**config.mk**
```make
export PLATFORM = sky130hd
export DESIGN_NAME = spi_reg_burst
export DESIGN_NICKNAME = d
export VERILOG_FILES = /design/src/rtl/spi_reg_burst.sv
export SDC_FILE = /design/constraint.sdc
export NUM_CORES = 1
export LEC_CHECK = 0
export ABC_AREA = 1
export BUFFER_PORTS_ARGS = -buffer_cell sky130_fd_sc_hd__buf_2
export CAP_MARGIN = 10
export CORE_ASPECT_RATIO = 0.7
export CORE_MARGIN = 5
export CORE_UTILIZATION = 35
export DETAILED_ROUTE_END_ITERATION = 12
export PLACE_DENSITY = 0.52
export SLEW_MARGIN = 10
export SYNTH_ARGS = -nofsm -noshare
export SYNTH_HDL_FRONTEND = slang
export SYNTH_SLANG_ARGS = --single-unit
export TNS_END_PERCENT = 1
```
**constraint.sdc**
```tcl
create_clock -name clk -period 3.6 [get_ports clk]
set_clock_uncertainty 0.05 [all_clocks]
set_input_delay 0 -clock clk [delete_from_list [all_inputs] [get_ports clk]]
set_output_delay 0 -clock clk [all_outputs]
set_load 0.01 [all_outputs]
```
**src/rtl/spi_reg_burst.sv**
```systemverilog
// spi_reg_burst: oversampled SPI slave giving burst access to a register file.
// Define SPI_REG_BURST_AUTOINC_EN to advance reg_addr after every data word.
module spi_reg_burst #(
    parameter int ADDR_W = 7,
    parameter int REG_W  = 8,
    parameter bit CPOL   = 1'b0,
    parameter bit CPHA   = 1'b0
) (
    input  logic              clk,
    input  logic              rstb,
    input  logic              ena,
    input  logic              spi_clk,
    input  logic              spi_cs_n,
    input  logic              spi_mosi,
    output logic              spi_miso,
    output logic [ADDR_W-1:0] reg_addr,
    input  logic [REG_W-1:0]  reg_data_i,
    output logic              reg_rd,
    output logic [REG_W-1:0]  reg_data_o,
    output logic              reg_data_o_dv,
    output logic              busy
);

`ifdef SPI_REG_BURST_AUTOINC_EN
    localparam bit AUTOINC = 1'b1;
`else
    localparam bit AUTOINC = 1'b0;
`endif

    localparam int CNT_W = $clog2(REG_W);
    localparam logic [CNT_W-1:0] LAST_BIT = CNT_W'(REG_W - 1);
    localparam logic [CNT_W-1:0] CMD_LAST = CNT_W'(7);

    typedef enum logic [2:0] {
        S_IDLE,
        S_CMD,
        S_WR_DATA,
        S_RD_LOAD,
        S_RD_DATA
    } state_t;

    state_t            state_q, state_d;
    logic [2:0]        cs_pipe_q, cs_pipe_d;
    logic [2:0]        sck_pipe_q, sck_pipe_d;
    logic [1:0]        mosi_pipe_q, mosi_pipe_d;
    logic [CNT_W-1:0]  cnt_q, cnt_d;
    logic [REG_W-1:0]  shreg_q, shreg_d;
    logic [ADDR_W-1:0] addr_q, addr_d;
    logic [REG_W-1:0]  data_o_q, data_o_d;
    logic              dv_q, dv_d;
    logic              rd_q, rd_d;
    logic              wr_inc_q, wr_inc_d;
    logic              lead_seen_q, lead_seen_d;
    logic              miso_q, miso_d;
    logic              busy_q, busy_d;

    logic             cs_fall, cs_rise, cs_act;
    logic             sck_rise, sck_fall;
    logic             lead, trail, sample, shift;
    logic             mosi_s;
    logic [REG_W-1:0] sh_in;
    logic [7:0]       cmd_byte;

    // Pipe index 0/1 are the synchroniser, index 2 is the edge history.
    assign cs_fall  = cs_pipe_q[2] & ~cs_pipe_q[1];
    assign cs_rise  = ~cs_pipe_q[2] & cs_pipe_q[1];
    assign cs_act   = ~cs_pipe_q[2];
    assign sck_rise = cs_act & ~sck_pipe_q[2] & sck_pipe_q[1];
    assign sck_fall = cs_act & sck_pipe_q[2] & ~sck_pipe_q[1];
    assign lead     = CPOL ? sck_fall : sck_rise;
    assign trail    = CPOL ? sck_rise : sck_fall;
    assign sample   = CPHA ? trail : lead;
    assign shift    = CPHA ? lead : trail;
    assign mosi_s   = mosi_pipe_q[1];
    assign sh_in    = {shreg_q[REG_W-2:0], mosi_s};
    assign cmd_byte = {shreg_q[6:0], mosi_s};

    always_comb begin
        cs_pipe_d   = {cs_pipe_q[1:0], spi_cs_n};
        sck_pipe_d  = {sck_pipe_q[1:0], spi_clk};
        mosi_pipe_d = {mosi_pipe_q[0], spi_mosi};
        state_d     = state_q;
        cnt_d       = cnt_q;
        shreg_d     = shreg_q;
        addr_d      = addr_q;
        data_o_d    = data_o_q;
        dv_d        = 1'b0;
        wr_inc_d    = 1'b0;
        lead_seen_d = lead_seen_q;

        if (wr_inc_q && AUTOINC) begin
            addr_d = addr_q + 1'b1;
        end

        unique case (state_q)
            S_IDLE: begin
                if (cs_fall) begin
                    state_d = S_CMD;
                    cnt_d   = '0;
                end
            end
            S_CMD: begin
                if (sample) begin
                    shreg_d = sh_in;
                    if (cnt_q == CMD_LAST) begin
                        cnt_d   = '0;
                        addr_d  = cmd_byte[ADDR_W-1:0];
                        state_d = cmd_byte[7] ? S_WR_DATA : S_RD_LOAD;
                    end else begin
                        cnt_d = cnt_q + 1'b1;
                    end
                end
            end
            S_WR_DATA: begin
                if (sample) begin
                    shreg_d = sh_in;
                    if (cnt_q == LAST_BIT) begin
                        cnt_d    = '0;
                        data_o_d = sh_in;
                        dv_d     = 1'b1;
                        wr_inc_d = 1'b1;
                    end else begin
                        cnt_d = cnt_q + 1'b1;
                    end
                end
            end
            S_RD_LOAD: begin
                shreg_d     = reg_data_i;
                cnt_d       = '0;
                lead_seen_d = 1'b0;
                state_d     = S_RD_DATA;
            end
            S_RD_DATA: begin
                if (sample) begin
                    if (cnt_q == LAST_BIT) begin
                        cnt_d   = '0;
                        state_d = S_RD_LOAD;
                        if (AUTOINC) begin
                            addr_d = addr_q + 1'b1;
                        end
                    end else begin
                        cnt_d = cnt_q + 1'b1;
                    end
                end else if (shift) begin
                    // Ignore the shift edge trailing the previous word's last sample.
                    if (CPHA) begin
                        if (lead_seen_q) begin
                            shreg_d = shreg_q << 1;
                        end
                        lead_seen_d = 1'b1;
                    end else if (cnt_q != '0) begin
                        shreg_d = shreg_q << 1;
                    end
                end
            end
            default: state_d = S_IDLE;
        endcase

        if (cs_rise) begin
            state_d = S_IDLE;
            cnt_d   = '0;
        end

        rd_d   = (state_d == S_RD_LOAD);
        busy_d = (state_d != S_IDLE);
        miso_d = (state_d == S_RD_DATA) & shreg_d[REG_W-1];
    end

    always_ff @(posedge clk) begin
        if (!rstb) begin
            state_q     <= S_IDLE;
            cs_pipe_q   <= '0;
            sck_pipe_q  <= '0;
            mosi_pipe_q <= '0;
            cnt_q       <= '0;
            shreg_q     <= '0;
            addr_q      <= '0;
            data_o_q    <= '0;
            dv_q        <= 1'b0;
            rd_q        <= 1'b0;
            wr_inc_q    <= 1'b0;
            lead_seen_q <= 1'b0;
            miso_q      <= 1'b0;
            busy_q      <= 1'b0;
        end else if (ena) begin
            state_q     <= state_d;
            cs_pipe_q   <= cs_pipe_d;
            sck_pipe_q  <= sck_pipe_d;
            mosi_pipe_q <= mosi_pipe_d;
            cnt_q       <= cnt_d;
            shreg_q     <= shreg_d;
            addr_q      <= addr_d;
            data_o_q    <= data_o_d;
            dv_q        <= dv_d;
            rd_q        <= rd_d;
            wr_inc_q    <= wr_inc_d;
            lead_seen_q <= lead_seen_d;
            miso_q      <= miso_d;
            busy_q      <= busy_d;
        end
    end

    assign spi_miso      = miso_q;
    assign reg_addr      = addr_q;
    assign reg_rd        = rd_q;
    assign reg_data_o    = data_o_q;
    assign reg_data_o_dv = dv_q;
    assign busy          = busy_q;

endmodule

```
==> run_results.csv <==
group,metric,value,unit
status,outcome,"finished, final reports clean",
power,p_sw_share,30.4,%
power,p_int,0.000666,W
global_routing,groute.usage.overall,14.4,%
timing,period_minus_slack,1.68,ns
synthesis,synth_top_flop_cell,"dfxtp_1",
timing,clock.fmax,0.596,GHz
setup_path,critPathCaptureType,"flop",
power,peakVddDrop,0.173,mV
setup_path,critPathKind,"flop to flop",
synthesis,yosysTopAreaCell,"dfxtp_1",
die,pin_count,33,
layout,multi_input_area,987,um^2
global_routing,antenna_found_initial,0,
timing,finalHoldViolations,0,
synthesis,syn-num-nets,296,
layout,final_common_cell,"nand2_1",
synthesis,synth_top_area_share,40.5,%
routing,vias,1792,
layout,final_cell_mix,"nand2_1, dfxtp_1, buf_2, nor2_1, a21oi_1",
setup_path,cp_top_family,"flip-flops",
die,core-area,5670,um^2
setup_path,critPathRequiredTime,3.74,ns
setup_path,crit_arrival,1.82,ns
power,power_frac_comb,16.1,%
timing,slew_violations,0,
setup_path,r2r_end,"cnt_q[1]$_SDFFE_PN0P_",
global_routing,use_met2,18.1,%
setup_path,critPathLaunch,"state_q[1]$_SDFFE_PN0P_",
setup_path,cp_cell_sequence,"inv_1, nand2_1, nor2_1, a211oi_4, nand3_1, nand2_1, nor2_1",
setup_path,crit_fanout,13,
routing,drc,0,
timing,fin_ws,1.92,ns
synthesis,synth-simple-area-share,27.1,%
power,p_leak,1.08,nW
synthesis,synth_xor_area_share,0,%
clock_tree,cts_sinks,41,
global_routing,grt_pass1_wl,8.36,mm
placed_design,io_buffer_count,32,
routing,drtIter0Drc,85,
worst_hold_path,hold_path_class,"input port to flop",
synthesis,synth_top_family_by_area,"simple AND/OR/NAND/NOR gates",
synthesis,synth_compound_gate_area_share,17.9,%
setup_path,cp_num_cells,7,
global_routing,busiest_layer,"met1",
routing,wl_per_cell,12.9,um
routing,drt_pass1_iterations,4,
global_routing,grt_pass1_vias,1687,
layout,antennaDiodeCount,0,
timing,relSlewSlack,60.7,%
global_routing,grt_overflow_total,0,
layout,seqCellArea,821,um^2
power,switchingPower,0.000290,W
layout,n_fill_cell,584,
layout,syn_to_final_growth,14.3,%
power,power_density,413,nW/um^2
clock_tree,cts_buffer_depth,2,
die,die_area,7440,um^2
routing,wirelength,4.92,mm
setup_path,r2r_start,"state_q[1]$_SDFFE_PN0P_",
setup_path,slowest_delay,0.60,ns
power,seq_power_share,51.5,%
power,clock_power_share,32.5,%
timing,worst_slew_pin_slew,0.590,ns
synthesis,ys_ff_latch,41,
routing,viasPerCell,4.70,
clock_tree,cts_tree,"yes",
clock_tree,clock-root-buffer,"clkbuf_8",
synthesis,synth_mux_area_share,0,%
synthesis,yosysWarningCount,0,
die,dieHeight,73.7,um
timing,rsz0062_at_grt,"false",
setup_path,cp-endpoint,"cnt_q[1]$_SDFFE_PN0P_",
setup_path,cp-start-kind,"flop",
global_routing,use_met3,4.93,%
die,rows,23,
clock_tree,clkTransAtPathRegs,0.09,ns
die,die_w,101,um
synthesis,seq_area_frac_synth,40.5,%
synthesis,synth_area,2030,um^2
timing,tns,0,ns
layout,drive_above_1_share,20.9,%
timing,setup_viol,0,
clock_tree,h-tree-depth,2,
routing,postRouteAntennaNets,0,
placed_design,dp_slack,1.92,ns
synthesis,synthDistinctLibCells,26,
placed_design,gp_congestion,0.834,
setup_path,r2r_setup_slack,1.92,ns
clock_tree,cts-buffers-inserted,5,
job,cap_violations,0,
global_routing,grt_max_degree,37,
synthesis,synth_edf_count,0,
clock_tree,clk_latency,0.29,ns
layout,fin_nets,325,
setup_path,critPathBufInv,1,
setup_path,r2r_cells,7,
setup_path,slowest_stage,"dfxtp_1",
synthesis,synthAdderAreaFrac,3.70,%
synthesis,synth_area_leaders,"dfxtp_1, nand2_1, a21oi_1",
timing,finalCritPeriodShare,46.6,%
die,initial_core_util,35.8,%
synthesis,async_reset_ff_share,0,%
global_routing,gr-usage-met1,22.3,%
placed_design,dp_hpwl,3.62,mm
synthesis,syn_inst,276,
clock_tree,cts_resized,0,
synthesis,synth.avg_cell_area,7.34,um^2
routing by layer:
| layer | wire (um) | part of all wire, % |
|---|---|---|
| met5 | 0 | 0 |
| met3 | 364 | 7.4 |
| met4 | 59 | 1.2 |
| met2 | 1750 | 36 |
| met1 | 2750 | 56 |
registers in the layout, summed over array words and instances, names as in the netlist, 2 cells and up:
| name | flops |
|---|---|
| reg_data_o | 8 |
| shreg_q | 8 |
| reg_addr | 7 |
| cnt_q | 3 |
| cs_pipe_q | 3 |
| sck_pipe_q | 3 |
| state_q | 3 |
| mosi_pipe_q | 2 |
logic make-up (layout without fill, tap and decap cells):
kind of cell | after synthesis | after routing
fa+ha+maj | 6 | 6
simple gates | 113 | 113
buf+inv | 49 | 79
flops | 41 | 41
compound gates | 67 | 67
cell usage after synthesis, types with 2 or more instances:
cell type / number
nand2_2: 4
nand4_1: 10
nor2_2: 2
nand2_4: 2
clkbuf_1: 5
inv_1: 29
buf_4: 5
o21ai_1: 8
nand3_2: 3
buf_6: 2
nand3_1: 16
nor2_1: 30
dfxtp_1: 41
inv_2: 7
o21ai_0: 25
nand2_1: 43
a21oi_1: 30
ha_1: 6
power by group through the flow:
stage,clock network [W],logic (W),registers [W]
2_1_floorplan,0,0.000125,0.000496
3_3_place_gp,0,0.000153,0.000502
3_5_place_dp,0,0.000150,0.000503
4_1_cts,0.000320,0.000154,0.000492
5_1_grt,0.000343,0.000178,0.000496
6_report,0.000310,0.000154,0.000492
how the worst min path moves through the flow:
stage / to / slack [ns] / from / cells after the start
floorplan: cs_pipe_q[0]$_SDFFE_PN0P_ / 0.08 / spi_cs_n / 2
global placement: mosi_pipe_q[0]$_SDFFE_PN0P_ / 0.17 / spi_mosi / 3
detailed placement: sck_pipe_q[0]$_SDFFE_PN0P_ / 0.19 / spi_clk / 3
CTS: shreg_q[5]$_SDFFE_PN0P_ / 0.02 / reg_data_i[5] / 5
global route: shreg_q[5]$_SDFFE_PN0P_ / 0.09 / reg_data_i[5] / 5
finish: shreg_q[5]$_SDFFE_PN0P_ / 0.03 / reg_data_i[5] / 5
stage by stage:
stage	cells	hold slack [ns]	instance area, um^2	total power [W]	util, %
final	381	0.0259	2320	0.000956	40.9
after global routing	381	0.0948	2320	0.00102	40.9
after CTS	381	0.0230	2320	0.000966	40.9
after detailed placement	370	0.186	2200	0.000653	38.8
after global placement	370	0.174	2200	0.000655	38.8
after floorplan	276	0.0849	2030	0.000621	-
worst register-to-register path, stage by stage (launching register included):
cell,delay (ns)
dfxtp_1,0.60
inv_1,0.15
nand2_1,0.12
nor2_1,0.08
a211oi_4,0.32
nand3_1,0.14
nand2_1,0.08
nor2_1,0.04
cell type report:
cell class                 instances  area share, %
multi-input combinational        186           42.6
sequential                        41           35.4
timing repair buffer              35           8.21
inverter                          36           5.83
tap                               75           4.05
clock buffer                       5           2.97
clock inverter                     3          0.918
timing repair:
action / 4_1_cts / 5_1_grt
hold buffers: 3 / 0
endpoints found under the hold margin: 3 / 0
setup buffers: 0 / 0
Note: power is estimated with default switching activity, not from simulation.
